--- src/rtl/text_video_out.sv ---
// PC-8001 80x25 text-mode pixel generator: VRAM/font fetch pipeline with 5-cycle latency and matching sync delay.
// Optional hardware blinking block cursor enabled by defining TEXT_CURSOR_EN.
module text_video_out #(
  parameter int unsigned H_ACT = 640,
  parameter int unsigned V_TOP = 40,
  parameter int unsigned V_ACT = 400,
  parameter int unsigned COLS  = 80
) (
  input  logic        CLK,
  input  logic        RST,
  input  logic [9:0]  H_CNT,
  input  logic [9:0]  V_CNT,
  input  logic        HS_IN,
  input  logic        VS_IN,
  output logic [10:0] VRAM_ADDR,
  input  logic [7:0]  VRAM_DATA,
  output logic [10:0] FONT_ADDR,
  input  logic [7:0]  FONT_DATA,
  input  logic [2:0]  FG_COLOR,
  input  logic [6:0]  CUR_X,
  input  logic [4:0]  CUR_Y,
  output logic        VGA_R,
  output logic        VGA_G,
  output logic        VGA_B,
  output logic        HS_OUT,
  output logic        VS_OUT,
  output logic        DE
);

  logic        w_hact;
  logic        w_vact;
  logic        w_act;
  logic [9:0]  w_diff;
  logic [4:0]  w_row;
  logic [2:0]  w_grow;
  logic [6:0]  w_col;
  logic [2:0]  w_pix;
  logic [10:0] w_addr;
  logic        w_pixel;
  logic        w_unused;

  logic        r_act_d1, r_act_d2, r_act_d3, r_act_d4;
  logic [2:0]  r_grow_d1, r_grow_d2;
  logic [2:0]  r_pix_d1, r_pix_d2, r_pix_d3, r_pix_d4;
  logic [3:0]  r_hs_sr;
  logic [3:0]  r_vs_sr;

  assign w_hact = H_CNT < 10'(H_ACT);
  assign w_vact = (V_CNT >= 10'(V_TOP)) && (V_CNT < 10'(V_TOP + V_ACT));
  assign w_act  = w_hact && w_vact;
  assign w_diff = V_CNT - 10'(V_TOP);
  assign w_row  = w_diff[8:4];
  assign w_grow = w_diff[3:1];
  assign w_col  = H_CNT[9:3];
  assign w_pix  = H_CNT[2:0];

  // row*80 built from two shifted copies of the row to avoid a multiplier
  assign w_addr = (COLS == 80)
                ? ({w_row, 6'b0} + {2'b0, w_row, 4'b0} + {4'b0, w_col})
                : 11'(w_row * COLS + w_col);

`ifdef TEXT_CURSOR_EN
  logic       w_cur;
  logic       r_cur_d1, r_cur_d2, r_cur_d3, r_cur_d4;
  logic       r_vs_prev;
  logic [4:0] r_frame;

  assign w_cur    = w_act && (w_row == CUR_Y) && (w_col == CUR_X);
  assign w_pixel  = FONT_DATA[~r_pix_d4] ^ (r_cur_d4 & ~r_frame[4]);
  assign w_unused = ^{w_diff[9], w_diff[0]};

  always_ff @(posedge CLK or posedge RST) begin
    if (RST) begin
      r_cur_d1  <= 1'b0;
      r_cur_d2  <= 1'b0;
      r_cur_d3  <= 1'b0;
      r_cur_d4  <= 1'b0;
      r_vs_prev <= 1'b0;
      r_frame   <= '0;
    end else begin
      r_cur_d1  <= w_cur;
      r_cur_d2  <= r_cur_d1;
      r_cur_d3  <= r_cur_d2;
      r_cur_d4  <= r_cur_d3;
      r_vs_prev <= VS_IN;
      if (r_vs_prev && !VS_IN)
        r_frame <= r_frame + 5'd1;
    end
  end
`else
  assign w_pixel  = FONT_DATA[~r_pix_d4];
  assign w_unused = ^{w_diff[9], w_diff[0], CUR_X, CUR_Y};
`endif

  always_ff @(posedge CLK or posedge RST) begin
    if (RST) begin
      VRAM_ADDR <= '0;
      FONT_ADDR <= '0;
      r_act_d1  <= 1'b0;
      r_act_d2  <= 1'b0;
      r_act_d3  <= 1'b0;
      r_act_d4  <= 1'b0;
      r_grow_d1 <= '0;
      r_grow_d2 <= '0;
      r_pix_d1  <= '0;
      r_pix_d2  <= '0;
      r_pix_d3  <= '0;
      r_pix_d4  <= '0;
      r_hs_sr   <= '1;
      r_vs_sr   <= '1;
      VGA_R     <= 1'b0;
      VGA_G     <= 1'b0;
      VGA_B     <= 1'b0;
      DE        <= 1'b0;
      HS_OUT    <= 1'b1;
      VS_OUT    <= 1'b1;
    end else begin
      VRAM_ADDR <= w_act ? w_addr : '0;
      r_act_d1  <= w_act;
      r_act_d2  <= r_act_d1;
      r_act_d3  <= r_act_d2;
      r_act_d4  <= r_act_d3;
      r_grow_d1 <= w_grow;
      r_grow_d2 <= r_grow_d1;
      r_pix_d1  <= w_pix;
      r_pix_d2  <= r_pix_d1;
      r_pix_d3  <= r_pix_d2;
      r_pix_d4  <= r_pix_d3;
      FONT_ADDR <= {VRAM_DATA, r_grow_d2};
      // Syncs take four stages here plus the output flop: same depth as the pixel path
      r_hs_sr   <= {r_hs_sr[2:0], HS_IN};
      r_vs_sr   <= {r_vs_sr[2:0], VS_IN};
      HS_OUT    <= r_hs_sr[3];
      VS_OUT    <= r_vs_sr[3];
      VGA_R     <= r_act_d4 & w_pixel & FG_COLOR[2];
      VGA_G     <= r_act_d4 & w_pixel & FG_COLOR[1];
      VGA_B     <= r_act_d4 & w_pixel & FG_COLOR[0];
      DE        <= r_act_d4;
    end
  end

endmodule

--- config.mk ---
export PLATFORM = sky130hd
export DESIGN_NAME = text_video_out
export DESIGN_NICKNAME = d
export VERILOG_FILES = /design/src/rtl/text_video_out.sv
export SDC_FILE = /design/constraint.sdc
export NUM_CORES = 1
export LEC_CHECK = 0
export ABC_AREA = 1
export CAP_MARGIN = 20
export CORE_MARGIN = 5
export CORE_UTILIZATION = 44
export CTS_BUF_LIST = sky130_fd_sc_hd__clkbuf_4
export DETAILED_ROUTE_END_ITERATION = 6
export PLACE_DENSITY = 0.76
export SYNTH_ARGS = -nofsm -noshare
export SYNTH_HDL_FRONTEND = slang
export SYNTH_SLANG_ARGS = --single-unit
--- constraint.sdc ---
create_clock -name CLK -period 2.6 [get_ports CLK]
set_input_delay 0.78 -clock CLK [delete_from_list [all_inputs] [get_ports CLK]]
set_output_delay 0.78 -clock CLK [all_outputs]
set_load 0.1 [all_outputs]
[Yosys cells after proc, flatten, opt, wreduce, memory -nomap -nowiden]
Cells that the tools add are included.
Cells by class
  reductions and logical operators: 2
  bitwise operators: 5
  multiplexer cells: 3
  magnitude comparators: 4
  $add $sub $neg: 3
Operators by type and width (count)
  adder 11 x 7 -> 11 bit: 1
  adder 11 x 9 -> 11 bit: 1
  two-way mux 11 bit: 1
  >= comparator 10 x 6 -> 1 bit, second input constant: 1
  < comparator 10 bit, second input constant: 1
  < comparator 10 x 9 -> 1 bit, second input constant: 1
  subtractor 9 x 6 -> 9 bit, second input constant: 1
  bitwise AND 1 bit: 4
  < comparator 3 x 4 -> 1 bit, second input constant: 1
  binary-select mux 1 bit (select 3 bit): 1
  NOT 3 bit: 1
  logical AND 1 bit: 2
  two-way mux 1 bit: 1
Storage, ports and cells
  input port bits: 55
  bits in registers: 58
  word-level logic and storage cells: 37

[Depth between registers and ports, before layout]
Gate-level depths: netlist (run 1).
  depth in word-level cells: 5
  mapped depth: 13

[Worst setup path after synthesis (run 1)]
OpenSTA, ideal clock, no wires.
  kind: input to register
  start point: input port V_CNT[3]
  end point: register VRAM_ADDR[9]
  path buffers: 0
  data arrival time: 2472 ps
  stages: 12
  setup slack: 11 ps
  cell sequence: inv_1 > ha_1 > inv_1 > ha_1 > xor2_1 > fa_1 > o21ai_0 > nand2_1 > nand2_1 > nand2_1 > nand2_1 > nor2_2
Between the ends
  word-level cells in the longest chain between the ends: 4
Ends and longest elaborated chain
  start, declared: line 12  | input logic [9:0] V_CNT,
  subtractor 9 x 6 -> 9 bit (tied with other cells): line 51  | assign w_diff = V_CNT - 10'(V_TOP);
  adder 11 x 9 -> 11 bit / logical AND 1 bit (equally long branches): line 59, 49
  adder 11 x 7 -> 11 bit / logical AND 1 bit (equally long branches): line 59, 50
  two-way mux 11 bit (*): line 118  | VRAM_ADDR <= w_act ? w_addr : '0;
  end signal, assigned: line 118
  end, declared: line 15  | output logic [10:0] VRAM_ADDR,
Mark *: on every way between the ends. The rest lies on a longest branch, timed or not.

[Worst setup path in the final report (run 1)]
  start point: input port V_CNT[6]
  end point: register VRAM_ADDR[8]
Same word-level chain as after synthesis.

==> results of run 1 <==
[how the worst max path moves through the flow]
stage,from,endpoint
after floorplan,V_CNT[3],VRAM_ADDR[9]
after global placement,V_CNT[3],VRAM_ADDR[9]
after detailed placement,V_CNT[3],VRAM_ADDR[8]
after CTS,V_CNT[5],VRAM_ADDR[10]
after global routing,V_CNT[4],VRAM_ADDR[8]
final,V_CNT[6],VRAM_ADDR[8]
[power groups by stage]
stage	clock network (mW)	logic (mW)	registers [mW]
after floorplan	0	0.171	1.22
after global placement	0	0.592	0.994
after detailed placement	0	0.603	0.996
after CTS	0.842	0.626	0.979
after global routing	0.890	0.687	0.984
final	0.817	0.638	0.978
[cells by family (layout without fill, tap and decap cells)]
| family | Yosys count | in the layout | share of synthesized area [%] |
|---|---|---|---|
| xor+xnor | 8 | 8 | 3.960 |
| compound gates | 6 | 6 | 1.514 |
| fa+ha+maj | 11 | 11 | 6.756 |
| simple gates | 64 | 64 | 13.40 |
| buf+inv | 35 | 141 | 6.232 |
| flops | 58 | 58 | 68.14 |
[cell type report]
| class | instances | area [um^2] | share of cell area (%) |
|---|---|---|---|
| well taps | 67 | 83.83 | 2.549 |
| repair buffers | 90 | 790.8 | 24.05 |
| multi-input cells | 89 | 631.9 | 19.22 |
| clock buffers | 9 | 67.56 | 2.055 |
| flip-flops and latches | 58 | 1464 | 44.52 |
| clock inverters | 7 | 116.4 | 3.539 |
| inverters | 35 | 133.9 | 4.072 |
[state kept, by name (all words and copies together) (netlist names), 3 cells and up]
register   cells
FONT_ADDR     11
VRAM_ADDR     11
r_hs_sr        4
r_vs_sr        4
r_grow_d1      3
r_grow_d2      3
r_pix_d1       3
r_pix_d2       3
r_pix_d3       3
r_pix_d4       3
[layer usage]
| metal | up-vias | global-route usage [%] |
|---|---|---|
| met5 | - | 0 |
| met4 | 0 | 5.068 |
| met3 | 8 | 6.208 |
| met2 | 61 | 23.46 |
| met1 | 684 | 15.60 |
| li1 | 753 | - |
[through the flow]
step           power (mW)  utilization (%)  cell area (um^2)  cells  hold WS, ns
2_1_floorplan       1.390                -              2148    182       0.3312
3_3_place_gp        1.586            64.00              3023    339       0.3311
3_5_place_dp        1.599            64.00              3023    339       0.3347
4_1_cts             2.446            68.90              3254    355       0.3496
5_1_grt             2.561            69.62              3288    355       0.3513
6_report            2.433            69.62              3288    355       0.3457
[synth_stat cells, drive strengths merged]
cell type  instances  area, um^2
nand4              1       12.51
xnor2              2       17.52
a21o               1       7.510
ha                10       125.1
o21ai              2       10.01
a21oi              3       15.01
fa                 1       20.02
dfstp             10       262.8
dfrtp             48        1201
nor2              24       105.1
nand3              8       40.04
nand2             28       107.6
nand3b             3       22.52
xor2               6       67.56
inv               35       133.9
[what timing repair did]
item	CTS	global route
pin swaps	5	2
endpoints found under the setup margin	4	3
gates resized for setup	13	6
buffers inserted	0	0
==> results.json, run 1 <==
{
  "outcome": "finished, final reports clean",
  "grt_pass1_wl_mm": 6.637,
  "power_density_nw_per_um2": 740.0,
  "synth_area_um2": 2148,
  "vias_per_cell": 4.242,
  "hold_viol_final": 0,
  "power_frac_comb_pct": 26.2,
  "setup_viol": 0,
  "syn_nets": 248,
  "core_area_um2": 4723,
  "pre_cts_ws_ns": -0.6191,
  "critPathBufInv": 2,
  "cp-end-kind": "flip-flop",
  "layout_setup_ws_ns": 0.1433,
  "synthCells": 182,
  "fmax_ghz": 0.4070,
  "rsz0062_at_grt": "false",
  "p_sw_share_pct": 31.22,
  "vdd_drop_max_mv": 0.3906,
  "grt_pass1_vias": 1524,
  "ioPinCount": 83,
  "routed-wl-met3_um": 354,
  "antenna_found_initial": 0,
  "rrSetupSlack_ns": 1.57,
  "start_util_pct": 45.48,
  "cts-root-buf": "clkbuf_4",
  "fin_tns_setup_ns": 0,
  "vias": 1506,
  "syn2layout_area_growth_pct": 53.06,
  "regToRegEndpoint": "VGA_R",
  "wl_mm": 4.088,
  "hold_start": "r_act_d2",
  "slowest_delay_ns": 0.48,
  "critPathSlowestCell": "clkdlybuf4s50_1",
  "p_sw_uw": 759.6,
  "cp_common_cell": "nand2_1",
  "p_leak_nw": 1.673,
  "cts_buffers": 9,
  "tightest_slew_ns": 0.4573,
  "clock_sinks": 58,
  "p_seq_share_pct": 40.2,
  "antenna_cells": 0,
  "fin_crit_ns": 2.457,
  "path_cells": "clkdlybuf4s50_1, inv_1, o21ai_1, xnor2_1, ha_1, ha_4, nand2_1, nand2_1, a21oi_2, xor2_2, nor2_2",
  "critPathTopFamily": "adder cells",
  "dp_hpwl_mm": 2.971,
  "hold_end": "r_act_d3",
  "fin_nets": 349,
  "crit_fanout": 4,
  "synth_area_per_cell_um2": 11.80,
  "min_period_over_period_pct": 94.49,
  "ys_ff_latch": 58,
  "hp-class": "reg -> reg",
  "clkTransAtPathRegs_ns": 0.10,
  "drtIter0Drc": 50,
  "hold_depth": 0,
  "yosys_warnings": 0,
  "clock_latency_ns": 0.37,
  "cp.depth": 11,
  "rows": 25,
  "p_int_mw": 1.674,
  "worstPathArrival_ns": 2.73,
  "highest_layer": "met4",
  "overflow": 0,
  "worst-r2r-cell-count": 6,
  "gp_congestion": 0.7337,
  "worst_setup_path_start_kind": "input port",
  "die_area_um2": 6380,
  "wl_met2_mm": 2.049,
  "cts_tree": "done",
  "max-cap-violations": 0,
  "fillers": 350,
  "fin_skew_ns": 0.01209,
  "maxSlewHeadroom_pct": 69.47,
  "r2r_start": "r_pix_d4[0]",
  "cts_max_level": 3,
  "cp.required_ns": 2.87,
  "numPortBuffers": 69,
  "critical_path_class": "in -> reg",
  "drive_gt1_share_pct": 33.68,
  "dr.pass1.iters": 4,
  "grt.total_usage_pct": 13.94,
  "grt_max_degree": 31,
  "clk_path_buf_depth": 2,
  "die_y_um": 79.88,
  "wire_per_inst_um": 11.52,
  "die_x_um": 79.88,
  "postRouteAntennaNets": 0,
  "slew_viol_final": 0,
  "cts_hold_buf": 0,
  "ys_seq_area_share_pct": 68.14,
  "clkPwrFrac_pct": 33.6,
  "layout_common_cells": "48 x dfrtp_1, 48 x buf_4, 38 x clkdlybuf4s50_1",
  "wl_met1_mm": 1.632,
  "synth_cell_types": 21,
  "drcViolationCount": 0
}
Note: power is estimated with default switching activity, not from simulation.
==> run 2: changes to the inputs <==
--- a/config.mk
+++ b/config.mk
@@ -7,6 +7,7 @@
 export LEC_CHECK = 0
 export ABC_AREA = 1
 export CAP_MARGIN = 20
+export CORE_ASPECT_RATIO = 0.75
 export CORE_MARGIN = 5
 export CORE_UTILIZATION = 44
 export CTS_BUF_LIST = sky130_fd_sc_hd__clkbuf_4
==> run 2 against run 1 <==
Effect of this change:
- non-clock buffer count decreased by 2
- total power decreased by 9.7%
- clock skew decreased by 0.0054 ns
- sequential power about the same
- die area increased by 0.23%
- hold slack improved by 0.0012 ns
- clock power decreased by 26%
- worst setup slack improved by 0.054 ns
- largest cell class unchanged
==> results.json, run 2 (synthesis gave the netlist of run 1 again) <==
{
  "die_y_um": 70.52,
  "slowest_delay_ns": 0.34,
  "p_leak_nw": 1.639,
  "cp_common_cell": "nand2_1",
  "cts-root-buf": "clkbuf_4",
  "gp_congestion": 0.7884,
  "wire_per_inst_um": 11.55,
  "hold_depth": 0,
  "power_density_nw_per_um2": 690.6,
  "hp-class": "reg -> reg",
  "fin_nets": 347,
  "r2r_start": "r_pix_d4[0]",
  "clock_latency_ns": 0.37,
  "grt_max_degree": 59,
  "hold_start": "r_grow_d2[2]",
  "cts_setup_buffers": 0,
  "outcome": "finished, final reports clean",
  "clk_path_buf_depth": 2,
  "postRouteAntennaNets": 0,
  "syn2layout_area_growth_pct": 48.11,
  "min_period_over_period_pct": 92.41,
  "wl_mm": 3.998,
  "antenna_cells": 0,
  "hold_viol_final": 0,
  "ioPinCount": 83,
  "grt.total_usage_pct": 13.89,
  "drcViolationCount": 0,
  "slew_viol_final": 0,
  "start_util_pct": 44.60,
  "cts_max_level": 3,
  "vias": 1466,
  "worstPathArrival_ns": 2.68,
  "clkTransAtPathRegs_ns": 0.09,
  "crit_fanout": 2,
  "overflow": 0,
  "tightest_slew_ns": 0.2874,
  "fin_skew_ns": 0.006712,
  "instances_no_fill": 346,
  "hold_end": "FONT_ADDR[2]",
  "power_mw": 2.197,
  "rrSetupSlack_ns": 1.57,
  "drtIter0Drc": 80,
  "fmax_ghz": 0.4162,
  "cp.required_ns": 2.88,
  "path_cells": "dlygate4sd2_1, inv_2, ha_4, xnor2_2, ha_1, ha_2, inv_1, fa_2, o21ai_1, nand2_1, nand2_1, nand2_1, nand2_1, nor2_2",
  "dp_hpwl_mm": 2.948,
  "setup_viol": 0,
  "regToRegEndpoint": "VGA_G",
  "grt_pass1_wl_mm": 6.989,
  "die_x_um": 90.69,
  "grt_pass1_vias": 1547,
  "drive_gt1_share_pct": 31.82,
  "worst_setup_path_start_kind": "input port",
  "vias_per_cell": 4.237,
  "critPathSlowestCell": "fa_2",
  "antenna_found_initial": 0,
  "rows": 22,
  "max-cap-violations": 0,
  "numPortBuffers": 69,
  "worst-r2r-cell-count": 6,
  "vdd_drop_max_mv": 0.3384,
  "dp.cells": 330,
  "cts_buffers": 9,
  "die_area_um2": 6395,
  "layout_top_registers": "FONT_ADDR x11, VRAM_ADDR x11",
  "final_common_cell": "dfrtp_1",
  "rsz0062_at_grt": "false",
  "clock_sinks": 58,
  "cp-end-kind": "flip-flop",
  "dr.pass1.iters": 4,
  "critical_path_class": "in -> reg",
  "final_util_pct": 66.05,
  "cts_tree": "done",
  "fin_crit_ns": 2.403,
  "core_area_um2": 4817,
  "layout_common_cells": "48 x dfrtp_1, 46 x buf_4, 38 x clkdlybuf4s50_1",
  "maxSlewHeadroom_pct": 80.84
}
## run 2: cell types whose count changed in the layout (fill, tap and decap cells not counted), moves of 2 or more
| cell | before | now |
|---|---|---|
| bufinv_16 | 3 | 1 |
| a21oi_1 | 1 | 3 |
| buf_4 | 48 | 46 |
| a21oi_2 | 2 | 0 |
## run 2: report_power, final
part | internal (mW) | switching, mW | leakage, nW | total, mW
clock | 0.298 | 0.304 | 0.0776 | 0.602
combinational | 0.217 | 0.400 | 0.865 | 0.617
sequential | 0.962 | 0.0168 | 0.696 | 0.979
total | 1.48 | 0.721 | 1.64 | 2.20
## run 2: area by class of cell
type                            instances  area [um^2]
Tap cell                               60        75.07
Timing Repair Buffer                   88        775.7
Clock inverter                          6        57.56
Sequential cell                        58         1464
Fill cell                             365         1635
Clock buffer                           10        75.07
Multi-Input combinational cell         89        600.6
Inverter                               35        133.9
## run 2: what timing repair did
| item | 4_1_cts | 5_1_grt |
|---|---|---|
| resized for setup | 13 | 1 |
| setup endpoints to repair | 4 | 3 |
| pin swaps | 4 | 0 |
| hold endpoints to repair | 0 | 0 |
| hold buffers | 0 | 0 |
## run 2: routing by layer
metal | GRT usage [%] | wire, um | vias up | share of wire [%]
met5 | 0 | 0 | - | 0
met4 | 4.628 | 31 | 0 | 0.78
met1 | 16.55 | 1739 | 669 | 43
met2 | 22.40 | 1917 | 46 | 48
met3 | 6.459 | 309 | 3 | 7.7
li1 | - | - | 748 | -
## run 2: worst max-delay path by stage
stage	slack (ns)	startpoint	end	cells past startpoint
after detailed placement	-0.63	V_CNT[3]	VRAM_ADDR[9]	13
final	0.20	V_CNT[3]	VRAM_ADDR[9]	14
after global placement	-0.63	V_CNT[3]	VRAM_ADDR[9]	13
after CTS	0.05	V_CNT[5]	VRAM_ADDR[8]	11
after floorplan	0.01	V_CNT[3]	VRAM_ADDR[9]	12
after global routing	0.09	V_CNT[3]	VRAM_ADDR[9]	15
## run 2: through the flow
step | instance area [um^2] | hold slack, ns | worst slack [ns] | TNS [ns]
2_1_floorplan | 2148 | 0.3312 | 0.01120 | 0
3_3_place_gp | 2999 | 0.3311 | -0.6277 | -2.536
3_5_place_dp | 2999 | 0.3347 | -0.6294 | -2.681
4_1_cts | 3179 | 0.3525 | 0.05039 | 0
5_1_grt | 3182 | 0.3574 | 0.08559 | 0
6_report | 3182 | 0.3468 | 0.1973 | 0
## run 2: critical path: cells and delay by family
kind,cells,cell delay [ns]
AO/OA/AOI/OAI,1,0.14
XOR/XNOR,1,0.16
adder cells (fa/ha/maj),4,0.99
buffers and inverters,3,0.33
AND/OR/NAND/NOR,5,0.28
==> run 3: changes to the inputs <==
--- a/config.mk
+++ b/config.mk
@@ -8,9 +8,9 @@
 export ABC_AREA = 1
 export CAP_MARGIN = 20
 export CORE_ASPECT_RATIO = 0.75
-export CORE_MARGIN = 5
 export CORE_UTILIZATION = 44
 export CTS_BUF_LIST = sky130_fd_sc_hd__clkbuf_4
+export CTS_CLUSTER_SIZE = 14
 export DETAILED_ROUTE_END_ITERATION = 6
 export PLACE_DENSITY = 0.76
 export SYNTH_ARGS = -nofsm -noshare
==> run 3 against run 2 <==
Effect of this change:
- utilization is 3.2 points higher
- combinational power about the same
- first-iteration DRC count is 50% lower
- count of clock-buffer cells in the layout decreased by 1
- total power down 3.8%
- critical path type unchanged
- hold slack worse by 0.0035 ns
- critical endpoint unchanged
- design area decreased by 0.51%
- wire length fell by 6.4%
- sequential power is essentially flat
==> results.json, run 3 (synthesis gave the netlist of run 1 again) <==
{
  "dp_hpwl_mm": 2.693,
  "wire_per_inst_um": 10.92,
  "tightest_slew_ns": 0.2928,
  "critical_path_class": "in -> reg",
  "cts-root-buf": "clkbuf_4",
  "clkTransAtPathRegs_ns": 0.11,
  "fmax_ghz": 0.4200,
  "cp.required_ns": 2.89,
  "dp.cells": 327,
  "die_area_um2": 5169,
  "hp-class": "reg -> reg",
  "final_common_cell": "dfrtp_1",
  "vdd_drop_max_mv": 0.5171,
  "instances_no_fill": 343,
  "clk_path_buf_depth": 2,
  "numPortBuffers": 69,
  "rsz0062_at_grt": "false",
  "fin_skew_ns": 0.01300,
  "layout_common_cells": "48 x dfrtp_1, 46 x buf_4, 38 x clkdlybuf4s50_1",
  "clock_latency_ns": 0.40,
  "cts_max_level": 3,
  "slew_viol_final": 0,
  "worstPathArrival_ns": 2.67,
  "p_leak_nw": 1.619,
  "clock_sinks": 58,
  "grt_pass1_wl_mm": 6.258,
  "die_x_um": 82.69,
  "gp_congestion": 0.8120,
  "dr.pass1.iters": 4,
  "holdWs_ns": 0.3433,
  "min_period_over_period_pct": 91.58,
  "cts_hold_buf": 0,
  "antenna_found_initial": 0,
  "syn2layout_area_growth_pct": 47.35,
  "worst_setup_path_start_kind": "input port",
  "drtIter0Drc": 40,
  "max-cap-violations": 0,
  "wl_mm": 3.744,
  "cts_setup_buffers": 0,
  "fin_crit_ns": 2.381,
  "ioPinCount": 83,
  "slowest_delay_ns": 0.36,
  "power_density_nw_per_um2": 668.0,
  "rows": 21,
  "drcViolationCount": 0,
  "start_util_pct": 46.99,
  "outcome": "finished, final reports clean",
  "setup_viol": 0,
  "drive_gt1_share_pct": 32.52,
  "cp_common_cell": "nand2_1",
  "critPathSlowestCell": "fa_2",
  "layout_top_registers": "FONT_ADDR x11, VRAM_ADDR x11",
  "path_cells": "dlygate4sd2_1, inv_2, ha_4, xnor2_2, ha_1, ha_2, inv_1, fa_2, o21ai_2, nand2_1, nand2_1, nand2_1, nand2_1, nor2_2",
  "vias": 1497,
  "grt_max_degree": 59,
  "overflow": 0,
  "antenna_cells": 0,
  "cp-end-kind": "flip-flop",
  "fin_nets": 347,
  "hold_viol_final": 0,
  "die_y_um": 62.52,
  "postRouteAntennaNets": 0,
  "grt.total_usage_pct": 16.85,
  "maxSlewHeadroom_pct": 80.48,
  "grt_pass1_vias": 1514,
  "cts_tree": "done",
  "core_area_um2": 4572,
  "crit_fanout": 2,
  "cts_buffers": 9,
  "vias_per_cell": 4.364
}
[run 3: cell types whose count changed in the layout (fill, tap and decap cells not counted), sizes merged]
cell      delta
clkinvlp     +3
clkinv       -2
bufinv       -1
clkbuf       -1
inv          +1
[run 3: layout make-up]
class                   instances  area [um^2]
multi-input cells              89        608.1
fillers                       346         1406
clock inverters                 7        45.04
repair buffers                 88        775.7
inverters                      35        133.9
flip-flops and latches         58         1464
clock buffers                   9        67.56
well taps                      57        71.32
[run 3: stage by stage]
step / TNS, ns / cell area, um^2 / total power, mW / setup slack, ns / util [%]
after floorplan: 0 / 2148 / 1.390 / 0.01120 / -
after global placement: -2.412 / 2995 / 1.584 / -0.5939 / 65.52
after detailed placement: -2.550 / 2995 / 1.594 / -0.6308 / 65.52
after CTS: 0 / 3159 / 2.149 / 0.09880 / 69.10
after global routing: 0 / 3166 / 2.229 / 0.08571 / 69.24
final: 0 / 3166 / 2.115 / 0.2189 / 69.24
[run 3: power by group]
group          switching, mW  internal, mW  leakage [nW]
clock                  0.324         0.192        0.0558
sequential            0.0162         0.962         0.696
combinational          0.403         0.218         0.867
total                  0.743          1.37          1.62
[run 3: per-layer routing]
| metal | track usage (%) | share of wire [%] |
|---|---|---|
| met3 | 10.36 | 12 |
| met5 | 0 | 0 |
| met4 | 3.879 | 1.0 |
| met2 | 26.13 | 44 |
| met1 | 19.74 | 43 |
[run 3: critical path: cells and delay by family]
family,cells,cell delay (ns)
AO/OA/AOI/OAI,1,0.13
XOR/XNOR,1,0.14
adder cells (fa/ha/maj),4,0.99
buffers and inverters,3,0.35
AND/OR/NAND/NOR,5,0.27
[run 3: final timing paths]
path / start / end / slack [ns] / cells after the start
worst max-delay path: V_CNT[3] / VRAM_ADDR[9] / 0.22 / 14
worst min-delay path: r_pix_d2[0] / r_pix_d3[0] / 0.34 / 0
worst max register to register: r_pix_d4[0] / VGA_G / 1.51 / 6
worst min register to register: r_pix_d2[0] / r_pix_d3[0] / 0.34 / 0
max in group asynchronous: RST / r_hs_sr[0] / 1.54 / 3
min in group asynchronous: RST / VGA_R / 0.75 / 3
[run 3: repair_timing]
action	in CTS	in global routing
setup endpoints to repair	4	1
gates cloned	0	0
pin swaps	6	0
resized for setup	14	2
